### config.mk
export PLATFORM = sky130hd
export DESIGN_NAME = inst_decode_stage
export DESIGN_NICKNAME = d
export VERILOG_FILES = /design/src/rtl/inst_decode_stage.sv
export SDC_FILE = /design/constraint.sdc
export NUM_CORES = 1
export LEC_CHECK = 0
export ABC_AREA = 1
export CAP_MARGIN = 25
export CORE_MARGIN = 3
export CORE_UTILIZATION = 62
export CTS_BUF_LIST = sky130_fd_sc_hd__clkbuf_16
export DETAILED_ROUTE_END_ITERATION = 10
export DONT_BUFFER_PORTS = 1
export PLACE_DENSITY = 0.78
export SLEW_MARGIN = 0
export SYNTH_ARGS = -nofsm -noshare
export SYNTH_HDL_FRONTEND = slang
export SYNTH_SLANG_ARGS = --single-unit
### constraint.sdc
create_clock -name clk -period 5.65 [get_ports clk]
set_input_delay 1.13 -clock clk [delete_from_list [all_inputs] [get_ports clk]]
set_output_delay 1.13 -clock clk [all_outputs]
set_load 0.01 [all_outputs]
### src/rtl/inst_decode_stage.sv
// Registered decode stage: classifies fetched instructions, extracts register/funct fields,
// and buffers them in a two-entry skid buffer with a registered in_ready.
module inst_decode_stage #(
    parameter int          XLEN      = 32,
    parameter logic [3:0]  ILLEGAL_T = 4'hF
) (
    input  logic            clk,
    input  logic            rst,
    input  logic            flush,
    input  logic            in_valid,
    output logic            in_ready,
    input  logic [XLEN-1:0] in_inst,
    input  logic [XLEN-1:0] in_pc,
    output logic            out_valid,
    input  logic            out_ready,
    output logic [3:0]      t,
    output logic [XLEN-1:0] inst,
    output logic [XLEN-1:0] pc,
    output logic [4:0]      rd,
    output logic [4:0]      rs1,
    output logic [4:0]      rs2,
    output logic [2:0]      funct3,
    output logic            funct7b5,
    output logic            illegal
);

    typedef struct packed {
        logic [XLEN-1:0] inst;
        logic [XLEN-1:0] pc;
        logic [3:0]      t;
        logic            illegal;
        logic [4:0]      rd;
        logic [4:0]      rs1;
        logic [4:0]      rs2;
        logic [2:0]      funct3;
        logic            funct7b5;
    } entry_t;

    entry_t in_entry, out_q, out_d, skid_q, skid_d;
    logic   out_valid_q, out_valid_d;
    logic   skid_valid_q, skid_valid_d;
    logic   in_ready_q;
    logic   accept, out_free;

    // Decode happens once, on the way in; the stored entry carries the result.
    always_comb begin
        // NOTE: every always_comb output gets a default first so no path leaves it unassigned (no latch).
        in_entry          = '0;
        in_entry.inst     = in_inst;
        in_entry.pc       = in_pc;
        in_entry.rd       = in_inst[11:7];
        in_entry.rs1      = in_inst[19:15];
        in_entry.rs2      = in_inst[24:20];
        in_entry.funct3   = in_inst[14:12];
        in_entry.funct7b5 = in_inst[30];
        in_entry.t        = ILLEGAL_T;
        in_entry.illegal  = 1'b1;
        case (in_inst[6:0])
            7'b0000011: begin in_entry.t = 4'd0; in_entry.illegal = 1'b0; end
            7'b0010011: begin in_entry.t = 4'd1; in_entry.illegal = 1'b0; end
            7'b0100011: begin in_entry.t = 4'd2; in_entry.illegal = 1'b0; end
            7'b0110011: begin in_entry.t = 4'd3; in_entry.illegal = 1'b0; end
            7'b0110111: begin in_entry.t = 4'd4; in_entry.illegal = 1'b0; end
            7'b0010111: begin in_entry.t = 4'd5; in_entry.illegal = 1'b0; end
            7'b1100011: begin in_entry.t = 4'd6; in_entry.illegal = 1'b0; end
            7'b1100111: begin in_entry.t = 4'd7; in_entry.illegal = 1'b0; end
            7'b1101111: begin in_entry.t = 4'd8; in_entry.illegal = 1'b0; end
            default: ;
        endcase
    end

    assign accept   = in_valid & in_ready_q;
    assign out_free = !out_valid_q || out_ready;

    always_comb begin
        out_d        = out_q;
        skid_d       = skid_q;
        out_valid_d  = out_valid_q;
        skid_valid_d = skid_valid_q;
        if (flush) begin
            out_valid_d  = 1'b0;
            skid_valid_d = 1'b0;
        end else if (out_free) begin
            if (skid_valid_q) begin
                // Skid entry is older than anything arriving now, so it moves up first.
                out_d        = skid_q;
                out_valid_d  = 1'b1;
                skid_valid_d = accept;
                if (accept) skid_d = in_entry;
            end else begin
                out_valid_d = accept;
                if (accept) out_d = in_entry;
            end
        end else if (accept) begin
            skid_d       = in_entry;
            skid_valid_d = 1'b1;
        end
    end

    // NOTE: sequential state uses non-blocking assignments so all registers update together.
    always_ff @(posedge clk) begin
        if (rst) begin
            out_valid_q  <= 1'b0;
            skid_valid_q <= 1'b0;
            in_ready_q   <= 1'b0;
            out_q        <= '0;
            out_q.t      <= ILLEGAL_T;
        end else begin
            out_valid_q  <= out_valid_d;
            skid_valid_q <= skid_valid_d;
            in_ready_q   <= !skid_valid_d;
            out_q        <= out_d;
        end
    end

    // NOTE: skid payload is qualified by skid_valid_q, so it needs no reset.
    always_ff @(posedge clk) begin
        skid_q <= skid_d;
    end

    assign in_ready  = in_ready_q;
    assign out_valid = out_valid_q;
    assign t         = out_q.t;
    assign inst      = out_q.inst;
    assign pc        = out_q.pc;
    assign rd        = out_q.rd;
    assign rs1       = out_q.rs1;
    assign rs2       = out_q.rs2;
    assign funct3    = out_q.funct3;
    assign funct7b5  = out_q.funct7b5;
    assign illegal   = out_q.illegal;

endmodule

==> results.txt <==
Max-cap violations: 0
Syn avg cell area: 10.4 µm²
Synth Warn #: 0
Area contributors post-synth: edfxtp_1 36%, dfxtp_1 25%, o211a_1 10%, nand2_1 9.7%, nand3_1 6.1%
Final Skew: 0.0133 ns
Sink Count: 141
Sequential share of power: 47.3%
Global-route wire length before repair: 17400 µm
Antenna Cells: 0
Die Footprint: 10400 µm²
Hold_buf cts: 0
CP Data Arrival Time: 3.28 ns
Die Width: 102 µm
Num CTS Buffers: 17
Maximum clock rate: 308 MHz
Area leader, netlist: edfxtp_1
Cells after synthesis: 550
Final wirelength: 11000 µm
Core ar.: 8850 µm²
RSZ-0062 raised after global routing: false
Most used cell, CP: buf_4
CP startpoint kind: flip-flop
Share of layout cells above drive strength 1: 9.25%
Layout fillers: 667
Vias in the first global route: 3569
Max Slew Vio Count: 0
Worst skew pair latency: 0.41 ns
Setup crit end kind: flip-flop
Port Buf Inserts: 0
Combinational power share: 3.2%
Drt initial violations: 264
Critical Path Max Stage Delay: 0.67 ns
Min-Delay Path Class: flip-flop to flip-flop
# DRC: 0
Outcome: finished clean
Leakage: 0.00271 µW
Initial Utilization: 64.5%
Area Growth Syn to Fin: 8.73%
Post-synth cell types: 21
Cell-internal power: 1920 µW
Final hold vios: 0
CTS resizes: 0
Async S/R FF share, synth: 0%
Clk root buf: clkbuf_16
Critical path's slowest cell: buf_4
Fin nets: 587
ANT nets after route: 0
Post-synth EDFFs: 69
Cell Rows: 34
GP Congestion: 0.780
Largest net degree at the start of global routing: 70
Initial antenna violation count: 0
Sw frac: 20.3%
Sequential area share after synthesis: 61.6%
Routed length per placed instance: 17.2 µm
Switch Pwr: 489 µW
Drt first pass iters: 6
Pwr per Cell Area: 388 nW/µm²
Setup TNS Final: 0 ns
Crit path kind: flip-flop to flip-flop
Slew @ Worst Pin: 0.846 ns
H-tree depth: 4
CTS tree: built
Max FO, Critical Path: 69
Area share of the largest cell type after synthesis: 36.3%
Post-CTS setup repair buffer count: 0
Final setup viols: 0
Die height: 102 µm
Post-synthesis cell area: 5710 µm²
Top delay family on crit path: buffers and inverters
Syn nets: 619
DP HPWL: 7120 µm
Yosys reg bits: 141
GRT Total Usage: 21.5%
Max Root-Sink Buffers: 2
Total number of vias: 3702
Synth cell count leaders: 148 x nand2_1, 72 x dfxtp_1, 70 x nand3_1
Clock-pin slew on the worst setup and hold paths: 0.05 ns
Buffers plus inverters on the worst setup path: 5
DR vias/cell: 5.80
Worst EP required: 5.67 ns
Min Tclk post-route: 3.25 ns
Cell Chain, Critical Path: buf_4 -> inv_2 -> buf_12 -> a21oi_1 -> inv_1 -> nor2_4 -> buf_4
Worst Hold Margin: 0.548 ns
Rel. slew slack: 43.6%
Tcrit/Tclk final: 57.5%
Worst VDD drop: 0.196 mV
Ys flop type: dfxtp_1
Most numerous cell in the Yosys netlist: nand2_1
Total congestion overflow: 0
I/O pins: 159
R2R setup slack: 2.40 ns
Clock power frac: 49.5%
-- stage by stage --
stage / instances / total power (µW) / utilization, % / cell area (µm²) / setup slack, ns
after detailed placement: 606 / 1240 / 62.6 / 5540 / 2.35
after global routing: 638 / 2490 / 70.1 / 6200 / 2.08
after CTS: 637 / 2430 / 69.9 / 6180 / 2.35
after global placement: 605 / 1230 / 62.4 / 5520 / 2.34
after floorplan: 550 / 1230 / - / 5710 / 0.717
final: 638 / 2400 / 70.1 / 6200 / 2.40
-- path summary, 6_finish.rpt --
check                                from                    to  cells after the start
hold reg to reg      skid_q[19]$_DFFE_PP_  illegal$_SDFFE_PP0P_                      2
setup reg to reg  skid_valid_q$_SDFF_PP0_  skid_q[22]$_DFFE_PP_                      7
hold / removal       skid_q[19]$_DFFE_PP_  illegal$_SDFFE_PP0P_                      2
setup / recovery  skid_valid_q$_SDFF_PP0_  skid_q[22]$_DFFE_PP_                      7
-- state kept, by name (all words and copies together) (netlist names) --
signal and cells:
skid_q 69, inst 32, pc 32, t 4, illegal 1, in_ready 1, out_valid 1, skid_valid_q 1
-- power by group through the flow --
stage,combinational (µW),sequential [µW],clock (µW)
finish,77.8,1140,1190
global route,89.3,1140,1260
CTS,76.8,1140,1220
detailed placement,76.8,1160,0
global placement,72.9,1160,0
floorplan,83.7,1150,0
-- tightest hold or removal path: stages, from the launching register on --
cell and delay (ns):
edfxtp_1 0.33, a21oi_1 0.06, a21oi_1 0.12
-- cell usage in the layout, fill, tap and decap left out, types with 2 or more instances in the layout --
| cell | count |
|---|---|
| nand2_1 | 148 |
| dfxtp_1 | 71 |
| nand3_1 | 70 |
| edfxtp_1 | 69 |
| o211a_1 | 59 |
| nor2_1 | 31 |
| clkbuf_16 | 17 |
| o21ai_0 | 11 |
| a21oi_1 | 10 |
| inv_1 | 7 |
| inv_2 | 7 |
| bufinv_16 | 5 |
| o21ai_1 | 3 |
| clkinv_4 | 3 |
| buf_4 | 3 |
| clkinv_2 | 2 |
| inv_6 | 2 |
| clkinvlp_4 | 2 |
| buf_12 | 2 |
-- area by class of cell --
cell class                 count  area, µm²  share of cell area (%)
clock inverter                14        218                    3.51
tap                          108        135                    2.18
inverter                      14       53.8                   0.867
clock buffer                  17        425                    6.86
timing repair buffer           5       62.6                    1.01
sequential                   141       3510                    56.7
multi-input combinational    339       1790                    28.9
-- metal layers --
metal,GRT usage [%],up-vias,wire length (µm)
li1,-,1830,-
met1,26.3,1726,4320
met2,34.8,138,5490
met3,8.53,8,1070
met4,7.77,0,89
met5,0,-,0
-- cells by family (layout without fill, tap and decap cells) --
group | count (synthesis) | in the layout | synth area share (%)
buffers and inverters | 70 | 50 | 7.11
AND/OR/NAND/NOR | 254 | 254 | 18.6
AO/OA/AOI/OAI | 85 | 85 | 12.7
flip-flops | 141 | 141 | 61.6
(Power assumes the default switching activity.)
